$ cat config.mk
export PLATFORM = sky130hd
export DESIGN_NAME = pipe_hazard_ctrl_flat
export DESIGN_NICKNAME = d
export VERILOG_FILES = /design/src/rtl/pipe_hazard_ctrl_if.sv /design/src/rtl/pipe_hazard_ctrl.sv /design/src/flat_wrapper.sv
export SDC_FILE = /design/constraint.sdc
export NUM_CORES = 1
export LEC_CHECK = 0
export CORE_MARGIN = 4
export CORE_UTILIZATION = 48
export CTS_CLUSTER_SIZE = 30
export DETAILED_ROUTE_END_ITERATION = 10
export GPL_ROUTABILITY_DRIVEN = 0
export PLACE_DENSITY_LB_ADDON = 0.25
export REMOVE_ABC_BUFFERS = 1
export SYNTH_ARGS = -nofsm -noshare
export SYNTH_HDL_FRONTEND = slang
export SYNTH_SLANG_ARGS = --single-unit
export TNS_END_PERCENT = 10
$ cat constraint.sdc
create_clock -name clk -period 2.61 [get_ports clk]
set_clock_uncertainty 0.05 [all_clocks]
set_input_delay 0.522 -clock clk [delete_from_list [all_inputs] [get_ports clk]]
set_output_delay 0.522 -clock clk [all_outputs]
set_load 0.01 [all_outputs]
$ cat src/rtl/pipe_hazard_ctrl_if.sv
`default_nettype none
// ---------------------------------------------------------------------------
// Module      : pipe_hazard_ctrl_if
// Description : Decode/execute side bundle of the pipeline hazard controller:
//               decode operand info, branch/busy status in; stall, bubble,
//               flush, forwarding selects and statistics out.
// Revision    : 1.0 - initial release
// ---------------------------------------------------------------------------
interface pipe_hazard_ctrl_if #(
  parameter int REG_AW = 4,
  parameter int STAGES = 4,
  parameter int CNT_W  = 16
);
  localparam int NSLOTS = STAGES - 2;
  localparam int SEL_W  = $clog2(NSLOTS + 1);

  logic              dec_valid;
  logic [REG_AW-1:0] dec_rs1;
  logic [REG_AW-1:0] dec_rs2;
  logic              dec_rs1_used;
  logic              dec_rs2_used;
  logic [REG_AW-1:0] dec_rd;
  logic              dec_wb;
  logic              dec_ld;
  logic              br_taken;
  logic              ex_busy;

  logic              stall_f;
  logic              stall_d;
  logic              bubble_e;
  logic              flush_fd;
  logic              flush_de;
  logic [SEL_W-1:0]  fwd_sel1;
  logic [SEL_W-1:0]  fwd_sel2;
  logic [SEL_W-1:0]  occupancy;
  logic [CNT_W-1:0]  stall_cnt;
  logic [CNT_W-1:0]  flush_cnt;

  // Pipeline side: presents decode/execute status, consumes controls.
  modport master (
    output dec_valid, dec_rs1, dec_rs2, dec_rs1_used, dec_rs2_used,
           dec_rd, dec_wb, dec_ld, br_taken, ex_busy,
    input  stall_f, stall_d, bubble_e, flush_fd, flush_de,
           fwd_sel1, fwd_sel2, occupancy, stall_cnt, flush_cnt
  );

  // Controller side.
  modport slave (
    input  dec_valid, dec_rs1, dec_rs2, dec_rs1_used, dec_rs2_used,
           dec_rd, dec_wb, dec_ld, br_taken, ex_busy,
    output stall_f, stall_d, bubble_e, flush_fd, flush_de,
           fwd_sel1, fwd_sel2, occupancy, stall_cnt, flush_cnt
  );
endinterface
`default_nettype wire

$ cat src/rtl/pipe_hazard_ctrl.sv
`default_nettype none
// ---------------------------------------------------------------------------
// Module      : pipe_hazard_ctrl
// Description : Hazard, stall and flush controller for in-order pipelines of
//               3..8 stages. Tracks in-flight register writers from execute
//               to writeback in a slot shift register.
//               Optional feature macro HZ_FWD_EN: operand forwarding with
//               load-use detection; without it any RAW match stalls.
// Revision    : 1.0 - initial release
// ---------------------------------------------------------------------------
module pipe_hazard_ctrl #(
  parameter int REG_AW = 4,
  parameter int STAGES = 4,
  parameter int CNT_W  = 16
) (
  input  wire logic         clk,
  input  wire logic         reset,
  pipe_hazard_ctrl_if.slave hz
);
  localparam int NSLOTS = STAGES - 2;
  localparam int SEL_W  = $clog2(NSLOTS + 1);

  // Slot 0 is execute, slot NSLOTS-1 is writeback.
  logic [NSLOTS-1:0] r_valid;
  logic [NSLOTS-1:0] r_wb;
  logic [REG_AW-1:0] r_rd [NSLOTS];
  logic [CNT_W-1:0]  r_stall_cnt;
  logic [CNT_W-1:0]  r_flush_cnt;

  logic [NSLOTS-1:0] w_m1;
  logic [NSLOTS-1:0] w_m2;
  logic              w_hazard;
  logic [SEL_W-1:0]  w_sel1;
  logic [SEL_W-1:0]  w_sel2;
  logic [SEL_W-1:0]  w_occ;
  logic              w_busy;
  logic              w_br;
  logic              w_hz;

  // Per-slot operand matches; the writeback slot counts because the
  // register file does not bypass a same-edge write.
  generate
    for (genvar s = 0; s < NSLOTS; s++) begin : g_match
      assign w_m1[s] = r_valid[s] & r_wb[s] & (r_rd[s] == hz.dec_rs1)
                     & hz.dec_rs1_used & hz.dec_valid;
      assign w_m2[s] = r_valid[s] & r_wb[s] & (r_rd[s] == hz.dec_rs2)
                     & hz.dec_rs2_used & hz.dec_valid;
    end
  endgenerate

`ifdef HZ_FWD_EN
  logic [NSLOTS-1:0] r_ld;

  // Youngest (lowest index) matching slot wins the forwarding select.
  always_comb begin
    w_sel1 = '0;
    w_sel2 = '0;
    for (int s = NSLOTS - 1; s >= 0; s--) begin
      if (w_m1[s]) w_sel1 = SEL_W'(s + 1);
      if (w_m2[s]) w_sel2 = SEL_W'(s + 1);
    end
  end

  // Only a load still in execute cannot be forwarded in time.
  assign w_hazard = (w_m1[0] | w_m2[0]) & r_ld[0];

  // Load flag travels with its slot.
  always_ff @(posedge clk or negedge reset) begin
    if (!reset) begin
      r_ld <= '0;
    end else if (!hz.ex_busy) begin
      for (int s = NSLOTS - 1; s > 0; s--) r_ld[s] <= r_ld[s-1];
      r_ld[0] <= hz.dec_ld;
    end
  end
`else
  logic w_unused_ld;
  assign w_unused_ld = hz.dec_ld;
  assign w_sel1      = '0;
  assign w_sel2      = '0;
  assign w_hazard    = (|w_m1) | (|w_m2);
`endif

  // Priority: busy freezes everything, then a taken branch, then hazard.
  assign w_busy = hz.ex_busy;
  assign w_br   = ~w_busy & hz.br_taken;
  assign w_hz   = ~w_busy & ~hz.br_taken & w_hazard;

  // Count of live slots.
  always_comb begin
    w_occ = '0;
    for (int s = 0; s < NSLOTS; s++) w_occ = w_occ + SEL_W'(r_valid[s]);
  end

  // Slot shift register and saturating statistics counters.
  always_ff @(posedge clk or negedge reset) begin
    if (!reset) begin
      r_valid     <= '0;
      r_wb        <= '0;
      r_stall_cnt <= '0;
      r_flush_cnt <= '0;
      for (int s = 0; s < NSLOTS; s++) r_rd[s] <= '0;
    end else if (!w_busy) begin
      for (int s = NSLOTS - 1; s > 0; s--) begin
        r_valid[s] <= r_valid[s-1];
        r_wb[s]    <= r_wb[s-1];
        r_rd[s]    <= r_rd[s-1];
      end
      // A killed or stalled decode instruction enters execute as a bubble.
      r_valid[0] <= hz.dec_valid & ~hz.br_taken & ~w_hazard;
      r_wb[0]    <= hz.dec_wb;
      r_rd[0]    <= hz.dec_rd;
      if (w_br) begin
        if (r_flush_cnt != '1) r_flush_cnt <= r_flush_cnt + CNT_W'(1);
      end else if (w_hz) begin
        if (r_stall_cnt != '1) r_stall_cnt <= r_stall_cnt + CNT_W'(1);
      end
    end
  end

  // Controls are forced low while reset is held, whatever the inputs do.
  assign hz.stall_f   = reset & (w_busy | w_hz);
  assign hz.stall_d   = reset & (w_busy | w_hz);
  assign hz.bubble_e  = reset & w_hz;
  assign hz.flush_fd  = reset & w_br;
  assign hz.flush_de  = reset & w_br;
  assign hz.fwd_sel1  = (reset & ~w_hazard) ? w_sel1 : '0;
  assign hz.fwd_sel2  = (reset & ~w_hazard) ? w_sel2 : '0;
  assign hz.occupancy = w_occ;
  assign hz.stall_cnt = r_stall_cnt;
  assign hz.flush_cnt = r_flush_cnt;
endmodule
`default_nettype wire

$ cat src/flat_wrapper.sv
// flat-port wrapper written by rule: the top's interface ports become plain ports
module pipe_hazard_ctrl_flat 
#(
  parameter int REG_AW = 4,
  parameter int STAGES = 4,
  parameter int CNT_W  = 16
)
  (clk, reset, hz_dec_valid, hz_dec_rs1, hz_dec_rs2, hz_dec_rs1_used, hz_dec_rs2_used, hz_dec_rd, hz_dec_wb, hz_dec_ld, hz_br_taken, hz_ex_busy, hz_stall_f, hz_stall_d, hz_bubble_e, hz_flush_fd, hz_flush_de, hz_fwd_sel1, hz_fwd_sel2, hz_occupancy, hz_stall_cnt, hz_flush_cnt);
  pipe_hazard_ctrl_if #(.REG_AW(REG_AW), .STAGES(STAGES), .CNT_W(CNT_W)) hz_i ();
  input  wire logic clk;
  input  wire logic reset;
  input wire logic [$bits(hz_i.dec_valid)-1:0] hz_dec_valid;
  input wire logic [$bits(hz_i.dec_rs1)-1:0] hz_dec_rs1;
  input wire logic [$bits(hz_i.dec_rs2)-1:0] hz_dec_rs2;
  input wire logic [$bits(hz_i.dec_rs1_used)-1:0] hz_dec_rs1_used;
  input wire logic [$bits(hz_i.dec_rs2_used)-1:0] hz_dec_rs2_used;
  input wire logic [$bits(hz_i.dec_rd)-1:0] hz_dec_rd;
  input wire logic [$bits(hz_i.dec_wb)-1:0] hz_dec_wb;
  input wire logic [$bits(hz_i.dec_ld)-1:0] hz_dec_ld;
  input wire logic [$bits(hz_i.br_taken)-1:0] hz_br_taken;
  input wire logic [$bits(hz_i.ex_busy)-1:0] hz_ex_busy;
  output wire logic [$bits(hz_i.stall_f)-1:0] hz_stall_f;
  output wire logic [$bits(hz_i.stall_d)-1:0] hz_stall_d;
  output wire logic [$bits(hz_i.bubble_e)-1:0] hz_bubble_e;
  output wire logic [$bits(hz_i.flush_fd)-1:0] hz_flush_fd;
  output wire logic [$bits(hz_i.flush_de)-1:0] hz_flush_de;
  output wire logic [$bits(hz_i.fwd_sel1)-1:0] hz_fwd_sel1;
  output wire logic [$bits(hz_i.fwd_sel2)-1:0] hz_fwd_sel2;
  output wire logic [$bits(hz_i.occupancy)-1:0] hz_occupancy;
  output wire logic [$bits(hz_i.stall_cnt)-1:0] hz_stall_cnt;
  output wire logic [$bits(hz_i.flush_cnt)-1:0] hz_flush_cnt;
  assign hz_i.dec_valid = hz_dec_valid;
  assign hz_i.dec_rs1 = hz_dec_rs1;
  assign hz_i.dec_rs2 = hz_dec_rs2;
  assign hz_i.dec_rs1_used = hz_dec_rs1_used;
  assign hz_i.dec_rs2_used = hz_dec_rs2_used;
  assign hz_i.dec_rd = hz_dec_rd;
  assign hz_i.dec_wb = hz_dec_wb;
  assign hz_i.dec_ld = hz_dec_ld;
  assign hz_i.br_taken = hz_br_taken;
  assign hz_i.ex_busy = hz_ex_busy;
  assign hz_stall_f = hz_i.stall_f;
  assign hz_stall_d = hz_i.stall_d;
  assign hz_bubble_e = hz_i.bubble_e;
  assign hz_flush_fd = hz_i.flush_fd;
  assign hz_flush_de = hz_i.flush_de;
  assign hz_fwd_sel1 = hz_i.fwd_sel1;
  assign hz_fwd_sel2 = hz_i.fwd_sel2;
  assign hz_occupancy = hz_i.occupancy;
  assign hz_stall_cnt = hz_i.stall_cnt;
  assign hz_flush_cnt = hz_i.flush_cnt;
  pipe_hazard_ctrl #(.REG_AW(REG_AW), .STAGES(STAGES), .CNT_W(CNT_W)) u_core (.clk(clk), .reset(reset), .hz(hz_i));
endmodule
==> results of run 1 <==
## path summary, 6_finish.rpt
check | start | slack (ps) | endpoint
setup / recovery | hz_dec_rs1_used | 90 | hz_stall_d
hold / removal | reset | 120 | u_core.hz.flush_cnt[8]
setup reg to reg | u_core.hz.stall_cnt[0] | 510 | u_core.hz.stall_cnt[1]
hold reg to reg | u_core.hz.flush_cnt[6] | 440 | u_core.hz.flush_cnt[6]
max in group asynchronous | reset | 1960 | u_core.r_rd[5]
min in group clk | u_core.hz.flush_cnt[6] | 440 | u_core.hz.flush_cnt[6]
## through the flow
stage	hold WS (ps)	worst slack [ps]	utilization	power [uW]
after floorplan	176.4	175.9	-	1010
after CTS	113.0	13.56	0.6556	1607
after global routing	118.3	3.112	0.6577	1684
after detailed placement	425.6	-453.2	0.6397	1216
after global placement	425.8	-426.5	0.6397	1208
final	115.8	89.52	0.6577	1590
## sequential cells by signal, summed over array words and instances, names as in the netlist
name                 flops
u_core.r_valid           2
u_core.hz.stall_cnt     16
u_core.r_rd              8
u_core.hz.flush_cnt     16
u_core.r_wb              2
## kinds of logic after synthesis
family / synth area share
AOI/OAI and AO/OA: 0.01450
xor gates and xnor gates: 0.1729
adders and majority gates: 0.01611
buffers and inverters: 0.03115
DFF: 0.4726
muxes: 0.06445
other: 0.001610
and+or+nand+nor: 0.2266
## timing repair
| item | 4_1_cts | 5_1_grt |
|---|---|---|
| pin swaps | 3 | 4 |
| endpoints found under the setup margin | 3 | 5 |
| resized for setup | 22 | 4 |
| gates cloned | 0 | 0 |
| hold buffers | 0 | 0 |
## final cells by class
| cell class | count | share of cell area |
|---|---|---|
| Sequential cell | 44 | 0.3544 |
| Tap cell | 67 | 0.02698 |
| Clock buffer | 6 | 0.02336 |
| Timing Repair Buffer | 70 | 0.2114 |
| Clock inverter | 1 | 0.001611 |
| Inverter | 1 | 0.001208 |
| Multi-Input combinational cell | 152 | 0.3810 |
## worst max-delay path, delay by kind of cell
family / cells / cell delay (ps)
compound gates: 1 / 220
simple gates: 4 / 630
buf+inv: 2 / 590
## cells in the final DEF, fill, tap and decap left out, types with 5 or more instances in the layout
cell type	Yosys	routed
nand4_1	11	11
clkbuf_8	0	5
clkdlybuf4s50_1	0	42
nand2_1	9	9
dfrtp_1	44	44
nand3_1	17	17
mux2_2	12	12
nor2_2	5	5
nor3_1	9	7
xnor2_1	23	23
dlygate4sd2_1	0	8
nor3_2	7	8
and3_1	8	8
xor2_1	23	23
buf_4	6	12
## report_power, final
group	switching [uW]	internal [uW]	leakage, uW
sequential	93.4	751	0.000580
combinational	146	208	0.000790
clock	210	182	0.0000410
## layer usage
layer | share of wire | wire length [um]
met5 | 0 | 0
met4 | 0.0040 | 19
met3 | 0.062 | 297
met2 | 0.45 | 2171
met1 | 0.48 | 2303
==> results.txt, run 1 <==
----------------------------------------------------
[Critical path]
  Critical-path cell with the highest stage delay ... clkdlybuf4s50_1
  Largest stage delay on the critical path ... 440 ps
  Critical path cell sequence ... clkdlybuf4s50_1, nand4_1, nor3_2, nor4_4, nor2_2, o21a_1, buf_2
  Worst setup EP type ... primary output
  CP Class ... in2out
  Maximum fanout count along the critical path ... 3
  Crit path required time ... 2040 ps
  Startpoint type of the worst setup path ... input port
  Path depth of the worst reg2reg path ... 7
  CP Data Arrival Time ... 1950 ps

[Routing]
  Remaining design rule violation count ... 0
  First drt pass iteration count ... 4
  Number of antenna-violating nets in the routed design ... 0
  Final wirelength ... 4792 um
  Average wire per standard cell ... 14.05 um
  Detailed-route vias per instance ... 5.173
  Drt initial violations ... 62
  Via count ... 1764

[Clocking]
  Insertion delay to the later sink of the worst-skew pair ... 290 ps
  Count of H-tree levels built during CTS ... 2
  CTS buffer count ... 5
  Sinks on the clock net ... 44
  Buffers inserted by post-CTS timing repair ... 0
  Clock root buffer ... clkbuf_8
  Clock Path Buffers ... 2
  CTS tree ... done
  Clock transition at the register clock pins on the worst setup and hold paths after CTS ... 70 ps

[Synth]
  Post-synthesis area per instance ... 11.42 um2
  Number of synthesized register bits ... 44
  Top-count cell post-synth ... dfrtp_1
  Async S/R FF share, synth ... 1.000
  Most frequently used flop master after synthesis ... dfrtp_1
  Area of the mapped netlist ... 2330 um2
  Most area-hungry cell type in the Yosys netlist ... dfrtp_1
  Portion of synthesized cell area occupied by the leading cell type ... 0.4726
  Top cells by instance count after synthesis ... 44 x dfrtp_1, 23 x xnor2_1, 23 x xor2_1
  Number of enable flip-flop cells after synthesis ... 0
  Cell variety after synth ... 34
  Most area-consuming cells after synthesis ... dfrtp_1 47%, xnor2_1 8.6%, xor2_1 8.6%
  Post-Synthesis Cells ... 204
  Sequential-to-total area share from yosys stat ... 0.4726
  Warning count from the yosys run ... 0

[Power]
  Total power per unit cell area ... 511.8 nW/um2
  Peak supply drop ... 0.0004063 V
  Standby leakage power ... 0.001411 uW

[Min path]
  Worst min path class ... in2async

[Timing]
  Final number of setup-violating endpoints ... 0
  Fmax achieved ... 0.3967 GHz
  Final max-slew violation count ... 0
  Setup_tns ... 0 ps
  Clock period minus final worst setup slack ... 2520 ps
  Unrepaired setup endpoints after global routing ... no
  Final period util ... 0.9657
  Final hold violation count ... 0

[Layout]
  FF/Latch Area ... 1101 um2
  Antenna cells ... 0
  Area taken by multi-input logic gates ... 1184 um2
  Layout cell share with drive strength beyond 1 ... 0.2117
  Number of nets in the final layout ... 298
  Area grow syn2layout ... 33.35%
  Fillcell total ... 406
  Final std cells w/o fill ... 341
  Final std cell area, no fill ... 3107 um2

[GRT]
  Overall overflow remaining after global route ... 0
  Global routing usage on met1 ... 0.2361
  Global-route usage over all layers ... 0.1724
  Number of antenna violations at the first check in global routing ... 0
  Number of global-route vias before repair ... 1751
  Global-route track usage on met3 ... 0.05220
  Pin count of the biggest net entering global routing ... 35
  Highest-utilization routing layer at the global route stage ... met2
  Met2 Usage GRT ... 0.2697
  First-pass GRT wire length ... 8300 um

[Place]
  # placed instances ... 334
  Port Buffer Count ... 58
  Detailed Place HPWL ... 3564 um
  Instance area after placement ... 3022 um2

[Die]
  Die area ... 6032 um2
  Die Wd ... 77.67 um
  Std-Cell Rows ... 25
  Number of top-level pins ... 64
  Starting utilization of the core area ... 0.4932
  Vertical die dimension ... 77.67 um
  Core Region ... 4723 um2

[Job]
  Number of maximum-capacitance constraint violations ... 0

[Status]
  Status ... complete, no violations

----------------------------------------------------
No activity file was read; power rests on OpenSTA's default activity.
==> run 2: changes to the inputs <==
--- a/config.mk
+++ b/config.mk
@@ -5,9 +5,7 @@
 export SDC_FILE = /design/constraint.sdc
 export NUM_CORES = 1
 export LEC_CHECK = 0
-export CORE_MARGIN = 4
 export CORE_UTILIZATION = 48
-export CTS_CLUSTER_SIZE = 30
 export DETAILED_ROUTE_END_ITERATION = 10
 export GPL_ROUTABILITY_DRIVEN = 0
 export PLACE_DENSITY_LB_ADDON = 0.25
==> results.txt, run 2 (synthesis results as in run 1) <==
----------------------------------------------------
[Clocking]
  Clock Path Buffers ... 2
  Clock transition at the register clock pins on the worst setup and hold paths after CTS ... 80 ps
  CTS buffer count ... 5
  CTS tree ... done
  Insertion delay to the later sink of the worst-skew pair ... 290 ps
  Count of H-tree levels built during CTS ... 2
  Clock root buffer ... clkbuf_8
  Sinks on the clock net ... 44

[Critical path]
  Maximum fanout count along the critical path ... 3
  Family with the most delay on the worst path ... buffers and inverters
  Path depth of the worst reg2reg path ... 7
  Critical path cell sequence ... clkdlybuf4s50_1, buf_4, nand2b_1, nor2_1, clkdlybuf4s50_1
  Crit path required time ... 2040 ps
  CP Class ... in2out
  Startpoint type of the worst setup path ... input port
  Depth of the critical timing path with buffers and inverters included ... 5
  Worst setup EP type ... primary output
  Largest stage delay on the critical path ... 550 ps
  CP Data Arrival Time ... 1910 ps
  Number of buffers and inverters on the critical path ... 3
  Critical-path cell with the highest stage delay ... clkdlybuf4s50_1
  Most frequent cell on the critical path ... clkdlybuf4s50_1

[Timing]
  Worst hold margin ... 198.3 ps
  Final number of setup-violating endpoints ... 0
  Final hold violation count ... 0
  Final period util ... 0.9497
  Setup_tns ... 0 ps
  Clock period minus final worst setup slack ... 2479 ps
  Unrepaired setup endpoints after global routing ... no
  Final max-slew violation count ... 0
  Fmax achieved ... 0.4034 GHz

[Die]
  Vertical die dimension ... 71.67 um
  Core Region ... 4504 um2
  Std-Cell Rows ... 24
  Die Wd ... 71.67 um
  Number of top-level pins ... 64
  Die area ... 5136 um2
  Starting utilization of the core area ... 0.5172

[Layout]
  Commonest non-fill, non-tap cell in the layout ... clkdlybuf4s50_1
  Layout cell share with drive strength beyond 1 ... 0.2051
  Area grow syn2layout ... 30.99%
  Most used cells in the layout excluding fill and tap cells ... 45 x clkdlybuf4s50_1, 44 x dfrtp_1, 23 x xor2_1, 23 x xnor2_1, 17 x nand3_1
  Number of nets in the final layout ... 297
  Antenna cells ... 0

[Power]
  Total power per unit cell area ... 519.0 nW/um2
  Peak supply drop ... 0.0004420 V
  Standby leakage power ... 0.001349 uW

[Routing]
  Via count ... 1737
  Final wirelength ... 4532 um
  Detailed-route vias per instance ... 5.345
  Number of antenna-violating nets in the routed design ... 0
  First drt pass iteration count ... 4
  Remaining design rule violation count ... 0
  Average wire per standard cell ... 13.94 um
  Drt initial violations ... 70

[GRT]
  Global-route usage over all layers ... 0.1931
  Number of antenna violations at the first check in global routing ... 0
  Overall overflow remaining after global route ... 0
  Number of global-route vias before repair ... 1684
  First-pass GRT wire length ... 7721 um
  Pin count of the biggest net entering global routing ... 24

[Place]
  Detailed Place HPWL ... 3318 um
  Port Buffer Count ... 58

[Status]
  Status ... complete, no violations

[Min path]
  Worst min path class ... in2async

[Job]
  Number of maximum-capacitance constraint violations ... 0

----------------------------------------------------
==> run 2: changes by cell type in the layout (fill, tap and decap cells not counted), sizes merged <==
cell,change
buf,-2
clkdlybuf4s50,+3
clkdlybuf4s15,-1
dlygate4sd2,+1
dlymetal6s2s,-4
clkbuf,+2
==> run 2: routing by layer <==
layer	vias to the layer above	share of wire	track usage
met3	6	0.047	0.04360
met2	47	0.46	0.3040
li1	835	-	-
met4	0	0.0093	0.07190
met5	-	0	0
met1	849	0.48	0.2619
==> run 2: per-stage QoR <==
step           worst slack (ps)  total power, uW  cells  area [um2]    util
5_1_grt                   27.79             1682    325        3052  0.6775
3_3_place_gp             -342.3             1205    317        2988  0.6633
2_1_floorplan             175.9             1010    197        2272       -
4_1_cts                   48.37             1605    325        3062  0.6797
6_report                  131.3             1584    325        3052  0.6775
3_5_place_dp             -358.7             1208    317        2988  0.6633
==> run 2: area by class of cell <==
class	instances	area [um2]
Fill cell	364	1453
Multi-Input combinational cell	152	1172
Sequential cell	44	1101
Timing Repair Buffer	69	631.9
Clock buffer	6	72.57
Tap cell	52	65.06
Clock inverter	1	5.005
Inverter	1	3.754
==> run 2: timing repair <==
action,in CTS,in global routing
hold buffers,0,0
endpoints found under the setup margin,3,2
gates resized for setup,18,2
setup buffers,1,0
pin swaps,5,0
==> run 2: power by group <==
part | internal, uW | switching, uW | leakage, uW | total [uW]
Sequential | 751 | 91.6 | 0.000580 | 842
Combinational | 207 | 142 | 0.000728 | 349
Clock | 182 | 211 | 0.0000410 | 393
Total | 1140 | 445 | 0.00135 | 1580
==> run 2: worst register-to-register path, cell delays in order, from the launching register on <==
cell     delay, ps
dfrtp_1        400
ha_1           220
nand4_1        150
nor2_1         280
nand4_1        290
nand2_2        280
nor2_2          80
mux2_4         300
==> run 2: worst paths after layout <==
path / startpoint / endpoint / slack (ps)
worst max-delay path: hz_br_taken / hz_flush_fd / 130
worst min-delay path: reset / u_core.r_rd[2] / 200
worst max register to register: u_core.hz.stall_cnt[0] / u_core.hz.stall_cnt[1] / 450
worst min register to register: u_core.hz.stall_cnt[15] / u_core.hz.stall_cnt[15] / 440
max in group asynchronous: reset / u_core.hz.stall_cnt[1] / 2070
min in group clk: u_core.hz.stall_cnt[15] / u_core.hz.stall_cnt[15] / 440
